## src/rtl/ret_stack_pkg.sv

```systemverilog
`default_nettype none
// ============================================================================
// Module      : ret_stack_pkg
// Description : Shared definitions for the return-address stack.
//               - Default PC width and stack depth for the datapath.
//               - Operation type for one clock edge.
//               - Decode function that maps push/pop requests and the
//                 current occupancy onto that operation type.
// Revision    : 1.0 - initial release
// ============================================================================
package ret_stack_pkg;

  // Default PC / return-address width and stack depth.
  localparam int DEF_AW    = 10;
  localparam int DEF_DEPTH = 16;

  // Operation resolved for one clock edge. The illegal cases get their own
  // codes so that the flag updates fall directly out of the decode.
  typedef enum logic [2:0] {
    OP_HOLD     = 3'd0,  // no request
    OP_PUSH     = 3'd1,  // push into a non-full stack
    OP_POP      = 3'd2,  // pop from a non-empty stack
    OP_REPLACE  = 3'd3,  // push+pop on a non-empty stack: overwrite the top
    OP_OVERFLOW = 3'd4,  // push on a full stack: value dropped
    OP_UNDERFLOW= 3'd5,  // pop on an empty stack: nothing to pop
    OP_PUSH_UNF = 3'd6   // push+pop on an empty stack: push, flag the pop
  } op_e;

  function automatic op_e decode_op(input logic push,
                                    input logic pop,
                                    input logic is_empty,
                                    input logic is_full);
    op_e op;
    op = OP_HOLD;
    if (push && pop) begin
      op = is_empty ? OP_PUSH_UNF : OP_REPLACE;
    end else if (push) begin
      op = is_full ? OP_OVERFLOW : OP_PUSH;
    end else if (pop) begin
      op = is_empty ? OP_UNDERFLOW : OP_POP;
    end
    return op;
  endfunction

endpackage
`default_nettype wire

```

## src/rtl/ret_stack_mem.sv

```systemverilog
`default_nettype none
// ============================================================================
// Module      : ret_stack_mem
// Description : DEPTH x AW register file for the return-address stack.
//               One synchronous write port, one asynchronous read port.
//               Contents are not reset; the owner masks reads while empty.
// Ports       : clk     - clock, writes on rising edge
//               we      - write enable
//               wr_addr - write index
//               wr_data - write data
//               rd_addr - read index
//               rd_data - read data, combinational from rd_addr
// Revision    : 1.0 - initial release
// ============================================================================
module ret_stack_mem #(
  parameter int AW    = 10,
  parameter int DEPTH = 16,
  parameter int IW    = $clog2(DEPTH)
) (
  input  logic          clk,
  input  logic          we,
  input  logic [IW-1:0] wr_addr,
  input  logic [AW-1:0] wr_data,
  input  logic [IW-1:0] rd_addr,
  output logic [AW-1:0] rd_data
);

  logic [AW-1:0] mem [DEPTH];

  always_ff @(posedge clk) begin
    if (we) begin
      mem[wr_addr] <= wr_data;
    end
  end

  assign rd_data = mem[rd_addr];

endmodule
`default_nettype wire

```

## src/rtl/ret_stack.sv

```systemverilog
`default_nettype none
// ============================================================================
// Module      : ret_stack
// Description : Hardware return-address stack (LIFO). JAL pushes the return
//               PC; RET pops and the current top is presented on d_out in
//               the same cycle for the PC mux. Occupancy is tracked by a
//               saturating stack pointer; misuse sets sticky flags.
// Ports       : clk       - clock, all state on rising edge
//               reset     - synchronous active-low reset
//               push      - push request (control unit we_stack)
//               pop       - pop request (control unit s_jret)
//               d_in      - return address to push
//               d_out     - top of stack, 0 when empty
//               count     - valid entries, 0..DEPTH
//               empty     - count == 0
//               full      - count == DEPTH
//               overflow  - sticky: push attempted while full
//               underflow - sticky: pop attempted while empty
// Revision    : 1.0 - initial release
// ============================================================================
module ret_stack
  import ret_stack_pkg::*;
#(
  parameter int AW    = DEF_AW,
  parameter int DEPTH = DEF_DEPTH,
  parameter int CW    = $clog2(DEPTH) + 1
) (
  input  logic          clk,
  input  logic          reset,
  input  logic          push,
  input  logic          pop,
  input  logic [AW-1:0] d_in,
  output logic [AW-1:0] d_out,
  output logic [CW-1:0] count,
  output logic          empty,
  output logic          full,
  output logic          overflow,
  output logic          underflow
);

  // Index width of the storage array; the extra bit of sp lets it reach DEPTH.
  localparam int            IW       = CW - 1;
  localparam logic [CW-1:0] C_ONE    = CW'(1);
  localparam logic [CW-1:0] C_FULL   = CW'(DEPTH);

  logic [CW-1:0] sp;        // next free slot == number of valid entries
  logic          is_empty;
  logic          is_full;
  op_e           op;
  logic [IW-1:0] top_idx;
  logic [IW-1:0] wr_addr;
  logic          mem_we;
  logic [AW-1:0] rd_data;

  assign is_empty = (sp == '0);
  assign is_full  = (sp == C_FULL);
  assign op       = decode_op(push, pop, is_empty, is_full);

  // When empty this wraps to the last slot; the read is masked below, so
  // stale or uninitialised storage never reaches d_out.
  assign top_idx  = IW'(sp - C_ONE);

  // Replace writes over the current top; every other write lands in the
  // next free slot (slot 0 for the push+pop-on-empty case).
  assign wr_addr  = (op == OP_REPLACE) ? top_idx : IW'(sp);

  // Reset takes priority: a write requested in a reset cycle is discarded.
  assign mem_we   = reset && ((op == OP_PUSH) ||
                              (op == OP_REPLACE) ||
                              (op == OP_PUSH_UNF));

  ret_stack_mem #(
    .AW    (AW),
    .DEPTH (DEPTH),
    .IW    (IW)
  ) u_mem (
    .clk     (clk),
    .we      (mem_we),
    .wr_addr (wr_addr),
    .wr_data (d_in),
    .rd_addr (top_idx),
    .rd_data (rd_data)
  );

  always_ff @(posedge clk) begin
    if (!reset) begin
      sp        <= '0;
      overflow  <= 1'b0;
      underflow <= 1'b0;
    end else begin
      case (op)
        OP_PUSH:      sp        <= sp + C_ONE;
        OP_POP:       sp        <= sp - C_ONE;
        OP_OVERFLOW:  overflow  <= 1'b1;
        OP_UNDERFLOW: underflow <= 1'b1;
        OP_PUSH_UNF: begin
          sp        <= C_ONE;
          underflow <= 1'b1;
        end
        default: ;  // OP_HOLD, OP_REPLACE: sp and flags unchanged
      endcase
    end
  end

  assign d_out = is_empty ? '0 : rd_data;
  assign count = sp;
  assign empty = is_empty;
  assign full  = is_full;

endmodule
`default_nettype wire

```

## config.mk

```make
export PLATFORM = sky130hd
export DESIGN_NAME = ret_stack
export DESIGN_NICKNAME = d
export VERILOG_FILES = /design/src/rtl/ret_stack_pkg.sv /design/src/rtl/ret_stack_mem.sv /design/src/rtl/ret_stack.sv
export SDC_FILE = /design/constraint.sdc
export NUM_CORES = 1
export LEC_CHECK = 0
export ABC_AREA = 1
export ABC_CLOCK_PERIOD_IN_PS = 3900
export CORE_MARGIN = 10
export CORE_UTILIZATION = 65
export CTS_CLUSTER_SIZE = 30
export DETAILED_ROUTE_END_ITERATION = 8
export GPL_ROUTABILITY_DRIVEN = 1
export PLACE_DENSITY_LB_ADDON = 0.3
export SLEW_MARGIN = 20
export SYNTH_ARGS = -nofsm -noshare
export SYNTH_HDL_FRONTEND = slang
export SYNTH_SLANG_ARGS = --single-unit
```

## constraint.sdc

```tcl
create_clock -name clk -period 3.9 [get_ports clk]
set_input_delay 0.78 -clock clk [delete_from_list [all_inputs] [get_ports clk]]
set_output_delay 0.78 -clock clk [all_outputs]
set_load 0.03 [all_outputs]
```

# [Word-level counts from Yosys, hierarchy flattened]
# Memory sizes are Yosys's and may differ from the RTL's.
# Cells that the tools add are included.
[word_totals] ff_bits=7 ramBits=160 mem_count=1
[memory_table] memory="u_mem.mem" depth=16 word_bits=10 rd=1 rd_ports_with_merged_regs=0 wr=1 line_no="ret_stack_mem.sv:28" rtl="logic [AW-1:0] mem [DEPTH];"
[classes] n_addsub=2 eq_ne=7 muxes=11 reduce_logical=7
[op_table] cell="two-way mux 3 bit" count=6
[op_table] cell="case mux 5 bit (3 select lines)" count=1
[op_table] cell="two-way mux 10 bit" count=1
[op_table] cell="== test 3 bit, second input constant" count=3
[op_table] cell="== test 3 x 2 -> 1 bit, second input constant" count=2
[op_table] cell="adder 5 x 1 -> 5 bit, second input constant" count=1
[op_table] cell="== test 5 bit, second input constant" count=1
[op_table] cell="logical NOT 5 bit" count=1
[op_table] cell="subtractor 5 x 1 -> 5 bit, second input constant" count=1
[op_table] cell="two-way mux 4 bit" count=1
[op_table] cell="== test 3 x 1 -> 1 bit, second input constant" count=1
[op_table] cell="nonzero test 3 bit" count=1
[op_table] cell="logical AND 1 bit" count=2
[op_table] cell="logical OR 1 bit" count=2
[op_table] cell="two-way mux 1 bit" count=2
[op_table] cell="OR reduction 2 bit" count=1

# [Longest topological paths before layout]
# Gate-level depths: netlist of run 1.
[logic_depth] ltp_word=11 depth_mapped=12 mapped_depth_nobuf=9

# [Cells and area by module]
# From an unflattened synthesis of run 1, not the netlist that was laid out.
[unflattened] hier_cells=792 area_unflattened_um2=7687.4
[modules_own_cells] module="ret_stack_mem" n_inst=1 cells_per_inst=672 area_per_inst_um2=6971.7 seq_area_each_um2=4804.6
[modules_own_cells] module="ret_stack" n_inst=1 cells_per_inst=120 area_per_inst_um2=715.7 seq_area_each_um2=140.1

# [Worst setup path after synthesis of run 1]
# No wires, ideal clock.
[synth_timing] path_type="register to output" start="register sp[0], in the netlist count[0]" end="output port d_out[0]" arrival_time_ns=2.402 required_ns=3.120 setup_slack_ns=0.718 path_stages_with_launch=13 path_buffers=4 path_cell_list="dfxtp_1 inv_1 buf_2 buf_2 ha_1 buf_2 inv_1 buf_1 nand3_1 nand3_1 nand3_1 nand2_1 nor2_1"
[synth_via] elab_chain_cells=3 elab_cells_between_ends=4 classes_between="add/sub: 1; mux: 1; reduce/logical: 1; memory: 1"
[synth_rtl] element="start: declaration" line_no="ret_stack.sv:46" rtl="logic [CW-1:0] sp;"
[synth_rtl] element="start signal: assignment" line_no="ret_stack.sv:92" rtl="OP_PUSH: sp <= sp + C_ONE;"
[synth_rtl] element="start signal: assignment" line_no="ret_stack.sv:93" rtl="OP_POP: sp <= sp - C_ONE;"
[synth_rtl] element="subtractor 5 x 1 -> 5 bit"
[synth_rtl] element="memory read (16 x 10 bit)"
[synth_rtl] element="two-way mux 10 bit *" line_no="ret_stack.sv:105" rtl="assign d_out = is_empty ? '0 : rd_data;"
[synth_rtl] element="end: declaration" line_no="ret_stack.sv:33" rtl="output logic [AW-1:0] d_out,"
# Mark *: on every way between the ends. The rest lies on a longest branch, timed or not.

# [Worst setup path after layout of run 1]
[layout_timing] start="register sp[2], in the netlist count[2]" end="output port d_out[0]"
# The elaborated chain is that of the path after synthesis.

==> results of run 1 <==
## area by class of cell
type / count / area (sq um) / share of cell area (%)
clock inverters: 14 / 115.1 / 1.405
repair buffers: 56 / 500.5 / 6.110
well taps: 140 / 175.2 / 2.138
flip-flops and latches: 167 / 4946 / 60.38
clock buffers: 18 / 417.9 / 5.102
multi-input cells: 430 / 1962 / 23.95
inverters: 18 / 75.07 / 0.9164
## sequential cells by signal, indices dropped and copies added (netlist names)
register   count
count          5
overflow       1
u_mem.mem    160
underflow      1
## per-layer routing
metal  share of wire, %  wire length [um]  up-vias  global-route usage (%)
met3                9.5              1625       48                   5.703
met5                  0                 0        -                       0
li1                   -                 -     2315                       -
met4                2.8               471        0                   8.875
met1                 37              6253     2436                   26.54
met2                 51              8681      321                   35.95
## power by group through the flow
| stage | combinational (mW) | sequential [mW] | clock, mW |
|---|---|---|---|
| floorplan | 1.03 | 2.10 | 0 |
| global placement | 1.51 | 2.09 | 0 |
| detailed placement | 1.54 | 2.09 | 0 |
| CTS | 1.56 | 2.05 | 1.55 |
| global route | 1.74 | 2.06 | 1.62 |
| finish | 1.62 | 2.05 | 1.53 |
## placed cells by master, fill, tap and decap left out
cell type        instances
inv_2                    7
clkbuf_16               16
nand3_1                125
nand4_1                  2
nand2_2                  5
nor2_8                   1
buf_12                   2
nand3_4                  1
xor2_1                   3
xor2_2                   2
inv_1                    9
edfxtp_1               160
dfxtp_1                  6
dfxtp_2                  1
clkinv_1                 6
buf_4                   32
a21oi_1                 25
xnor2_1                  1
clkinv_2                 5
o21ai_2                  3
nor2_1                  49
ha_1                     3
o21ai_1                  1
bufinv_16                2
o21a_1                   1
nand2_1                205
clkbuf_1                 1
clkdlybuf4s50_1         22
o21ai_0                  1
xnor2_2                  1
clkinvlp_4               3
clkbuf_8                 1
nand2_4                  1
## timing repair
item                                    CTS  global route
hold buffers                              0             0
endpoints found under the setup margin    0             6
resized for setup                         0             2
buffers inserted                          0             2
## path summary, 6_finish.rpt
kind / start / slack, ps / cells after the start / endpoint
min: underflow / 460 / 2 / underflow
max reg2reg: count[2] / 1140 / 8 / u_mem.mem[13][6]
min reg2reg: underflow / 460 / 2 / underflow
max: count[2] / 290 / 9 / d_out[0]
## worst register-to-register path, stage by stage, from the launching register on
cell and delay (ps):
dfxtp_1 670, inv_2 90, nand3_1 110, nand2_1 50, nand2_1 490, o21a_1 250, nand2_2 100, nor2_1 450
buf_4 250
## kinds of logic (layout without fill, tap and decap cells)
logic type      after synthesis  after routing  share of synthesized area [%]
fa+ha+maj                     3              3                         0.5244
flops                       167            167                          69.08
simple gates                389            389                          23.35
xor+xnor                      7              7                          1.171
compound gates               31             31                          2.360
buf+inv                      53            106                          3.513
## metrics by stage
stage	total power [mW]	hold slack [ps]	area, sq um
2_1_floorplan	3.132	571.2	7158
3_3_place_gp	3.593	442.0	7611
3_5_place_dp	3.627	453.6	7611
4_1_cts	5.156	463.3	8144
5_1_grt	5.410	486.8	8192
6_report	5.198	456.5	8192
==> results.sh, run 1 <==
export IMPL_cp_slowest_stage_delay_ps=670
export IMPL_n_fill_cell=677
export IMPL_die_h_um=124.9
export IMPL_syn_nets=667
export IMPL_slew_headroom_pct=38.71
export IMPL_portBuffers=32
export IMPL_min_period_over_period_pct=92.65
export IMPL_synth_top_area_cell="edfxtp_1"
export IMPL_post_layout_nonfiller_instances=843
export IMPL_dp_cells=809
export IMPL_synth_flop_cell="edfxtp_1"
export IMPL_synth_area_leaders="edfxtp_1 (67%), nand2_1 (11%), nand3_1 (8.7%)"
export IMPL_tns_ps=0
export IMPL_synth_seq_cells=167
export IMPL_final_util_pct=75.90
export IMPL_avgRoutedWirePerCell_um=20.20
export IMPL_comb_power_share_pct=31.1
export IMPL_crit_path_max_fanout=14
export IMPL_leakage_nw=3.069
export IMPL_hold_viol_final=0
export IMPL_track_usage_pct=21.69
export IMPL_yosysWarnings=0
export IMPL_die_area_sq_mm=0.01561
export IMPL_tritoncts="built"
export IMPL_synth_edf_count=160
export IMPL_cp_slowest_cell="dfxtp_1"
export IMPL_grt_antenna_before_repair=0
export IMPL_syn_inst=650
export IMPL_grt_pass1_wl_um=26830
export IMPL_cp_end_kind="output pin"
export IMPL_drtIter0Drc=832
export IMPL_cp_required_ps=3120
export IMPL_final_nets=707
export IMPL_critPathArrivalTime_ps=2830
export IMPL_antenna_left=0
export IMPL_pre_cts_ws_ps=731.3
export IMPL_gp_congestion=0.8749
export IMPL_core_area_sq_mm=0.01079
export IMPL_drt_drc_violations_left=0
export IMPL_pwr_density_cell_mw_per_mm2=634.5
export IMPL_clock_path_buffers=2
export IMPL_die_w_um=124.9
export IMPL_rsz0062_at_grt="no"
export IMPL_initial_core_util_pct=66.32
export IMPL_vias=5120
export IMPL_cts_buffers=17
export IMPL_num_io_pins=33
export IMPL_crit_buf_inv=3
export IMPL_worst_slew_pin_slew_ps=919.3
export IMPL_ctsHtreeMaxLevel=4
export IMPL_clkLatencyLatePin_ps=540
export IMPL_wl_um=17030
export IMPL_clock_skew_ps=7.995
export IMPL_slew_violations=0
export IMPL_avgSynthCellArea_sq_um=11.01
export IMPL_p_seq_share_pct=39.5
export IMPL_fmax_ghz=0.2767
export IMPL_gr_total_overflow=0
export IMPL_num_rows=38
export IMPL_ys_types=27
export IMPL_irDropWorstVdd_mv=0.4685
export IMPL_hold_class="flip-flop to flip-flop"
export IMPL_cp_common_cell="nand2_1"
export IMPL_power_share_clock_pct=29.4
export IMPL_status="completed"
export IMPL_path_cells="inv_2, nand3_1, nand2_1, nand2_1, inv_2, nand2_1, nor2_1, nor2_1, buf_4"
export IMPL_grt_max_degree=87
export IMPL_clkSinkCount=167
export IMPL_p_sw_mw=1.791
export IMPL_p_sw_share_pct=34.46
export IMPL_hpwl_um=10530
export IMPL_synthArstFlopShare_pct=0
export IMPL_setup_viol=0
export IMPL_areaGrowthSynthToFinish_pct=14.44
export IMPL_ys_seq_area_share_pct=69.08
export IMPL_fin_ws_ps=286.5
export IMPL_clockRootBuffer="clkbuf_8"
export IMPL_min_period_ps=3614
export IMPL_vias_per_cell=6.074
export IMPL_synth_top_area_share_pct=67.12
export IMPL_critPathKind="flip-flop to output pin"
export IMPL_start_kind="flip-flop"
export IMPL_drive_gt1_share_pct=11.81
export IMPL_grt_pass1_vias=5008
export IMPL_intPower_mw=3.406
export IMPL_drt_pre_antenna_iters=6
export IMPL_synthTopCellsByCount="nand2_1 (205), edfxtp_1 (160), nand3_1 (125), nor2_1 (49), a21oi_1 (25)"
export IMPL_antenna_cells=0
export IMPL_syn_cell_area_sq_mm=0.007158
export IMPL_critical_path_top_delay_family="simple AND/OR/NAND/NOR gates"
export IMPL_yosysMostFrequentCell="nand2_1"
export IMPL_max_cap_viol_count=0
export IMPL_clk_pin_slew_ps=60
No activity file was read; power rests on OpenSTA's default activity.
==> inputs of run 2 (changes only) <==
- CORE_UTILIZATION: 65 -> 55
- PLACE_DENSITY: not set -> 0.76
- PLACE_DENSITY_LB_ADDON: 0.3 -> not set
==> run 2 against run 1 <==
Worst hold slack gained 9.1 ps. Non-clock buffer count shrank 3. Die area rose by 15%. Combinational power fell by 2%. Sequential power is essentially flat. Clock skew about the same. Setup slack improved by 55 ps. First-iteration DRC count fell by 6.9%. Count of clock-buffer cells in the layout grew 1. Critical endpoint is now d_out[4]. Largest power group unchanged.
==> results.sh, run 2 (synthesis results as in run 1) <==
export IMPL_most_common_layout_cells="nand2_1 (205), edfxtp_1 (160), nand3_1 (125), nor2_1 (49), buf_4 (31)"
export IMPL_final_nets=704
export IMPL_rr_endpoint="u_mem.mem[13][9]"
export IMPL_hpwl_um=10730
export IMPL_portBuffers=32
export IMPL_clock_skew_ps=8.163
export IMPL_fmax_ghz=0.2811
export IMPL_largest_reg_flops=160
export IMPL_power_share_clock_pct=31.2
export IMPL_rr_worst_depth=8
export IMPL_grt_antenna_before_repair=0
export IMPL_r2r_slack_ps=1120
export IMPL_comb_power_share_pct=29.9
export IMPL_wl_um=17390
export IMPL_antenna_left=0
export IMPL_cts_buffers=17
export IMPL_cp_slowest_cell="dfxtp_1"
export IMPL_areaGrowthSynthToFinish_pct=14.88
export IMPL_drt_pre_antenna_iters=7
export IMPL_clockRootBuffer="clkbuf_16"
export IMPL_gr_total_overflow=0
export IMPL_slew_violations=0
export IMPL_timing_rr_start="count[1]"
export IMPL_antenna_cells=0
export IMPL_vias_per_cell=5.713
export IMPL_post_cts_buffers=0
export IMPL_worst_slew_pin_slew_ps=933.9
export IMPL_irDropWorstVdd_mv=0.4529
export IMPL_timing_critical_path_to="d_out[4]"
export IMPL_drt_drc_violations_left=0
export IMPL_hold_buffers=0
export IMPL_avgRoutedWirePerCell_um=19.95
export IMPL_hold_viol_final=0
export IMPL_clkSinkCount=167
export IMPL_path_cells="inv_1, ha_1, inv_1, buf_4, nand3_1, nand3_1, nand2_1, nor2_1, nor2_1, buf_4"
export IMPL_drive_gt1_share_pct=11.71
export IMPL_crit_path_max_fanout=19
export IMPL_clkLatencyLatePin_ps=440
export IMPL_die_area_sq_mm=0.01798
export IMPL_critPathKind="flip-flop to output pin"
export IMPL_gp_congestion=0.9589
export IMPL_ctsHtreeMaxLevel=4
export IMPL_hold_class="flip-flop to flip-flop"
export IMPL_die_w_um=134.1
export IMPL_cts_resized=0
export IMPL_grt_pass1_vias=4934
export IMPL_critPathArrivalTime_ps=2780
export IMPL_rsz0062_at_grt="no"
export IMPL_min_period_over_period_pct=91.23
export IMPL_max_cap_viol_count=0
export IMPL_initial_core_util_pct=56.49
export IMPL_num_rows=41
export IMPL_clk_pin_slew_ps=70
export IMPL_p_seq_share_pct=38.9
export IMPL_cp_end_kind="output pin"
export IMPL_cp_startpoint="count[1]"
export IMPL_grt_max_degree=87
export IMPL_fin_hold_ws_ps=465.6
export IMPL_pwr_density_cell_mw_per_mm2=641.1
export IMPL_slew_headroom_pct=37.74
export IMPL_setup_viol=0
export IMPL_leakage_nw=3.068
export IMPL_tritoncts="built"
export IMPL_grt_pass1_wl_um=27210
export IMPL_clock_path_buffers=2
export IMPL_num_io_pins=33
export IMPL_p_sw_share_pct=34.71
export IMPL_core_area_sq_mm=0.01267
export IMPL_start_kind="flip-flop"
export IMPL_drtIter0Drc=775
export IMPL_intPower_mw=3.442
export IMPL_p_sw_mw=1.830
export IMPL_hp_start="underflow"
export IMPL_tns_ps=0
export IMPL_layout_commonest_cell="nand2_1"
export IMPL_track_usage_pct=20.06
export IMPL_die_h_um=134.1
export IMPL_cp_slowest_stage_delay_ps=390
export IMPL_vias=4982
export IMPL_cp_required_ps=3120
export IMPL_status="completed"
export IMPL_top_register="u_mem.mem"
export IMPL_min_period_ps=3558
## run 2: cell count changes in the layout (fill, tap and decap cells not counted), sizes merged
cell,change
inv,+6
clkinv,-6
buf,-3
clkinvlp,-1
clkbuf,+1
## run 2: worst min-delay path by stage
stage	end	depth (start not counted)	slack (ps)
2_1_floorplan	underflow	2	570
3_3_place_gp	underflow	2	450
3_5_place_dp	underflow	2	460
4_1_cts	underflow	2	470
5_1_grt	underflow	2	500
6_report	underflow	2	470
## run 2: area by class of cell
cell class / instances / area [sq um]
tap: 172 / 215.2
timing repair buffer: 53 / 452.9
inverter: 18 / 67.56
sequential: 167 / 4946
multi-input combinational: 430 / 1962
clock buffer: 19 / 432.9
fill: 948 / 4448
clock inverter: 13 / 146.4
## run 2: through the flow
stage	setup WS [ps]	instance area (sq um)	util, %	std cells	power [mW]
2_1_floorplan	718.1	7158	-	650	3.132
3_3_place_gp	859.5	7644	60.32	840	3.617
3_5_place_dp	755.2	7644	60.32	840	3.650
4_1_cts	348.9	8223	64.90	872	5.278
5_1_grt	172.7	8223	64.90	872	5.504
6_report	342.0	8223	64.90	872	5.271
## run 2: routing by layer
| layer | track usage (%) | routed length, um |
|---|---|---|
| met1 | 24.91 | 6957 |
| met2 | 31.28 | 8349 |
| met3 | 6.049 | 1500 |
| met4 | 10.04 | 585 |
| met5 | 0 | 0 |
## run 2: worst max-delay path: cells and delay by family, from the launching register on
family	cells	cell delay, ps
fa+ha+maj	1	320
simple gates	5	560
flops	1	390
buf+inv	4	1050
## run 2: power by group through the flow
stage          Clock, mW  Sequential, mW  Combinational, mW
3_5_place_dp           0            2.09               1.56
4_1_cts             1.66            2.05               1.57
5_1_grt             1.74            2.05               1.71
6_report            1.65            2.05               1.58
3_3_place_gp           0            2.09               1.53
2_1_floorplan          0            2.10               1.03
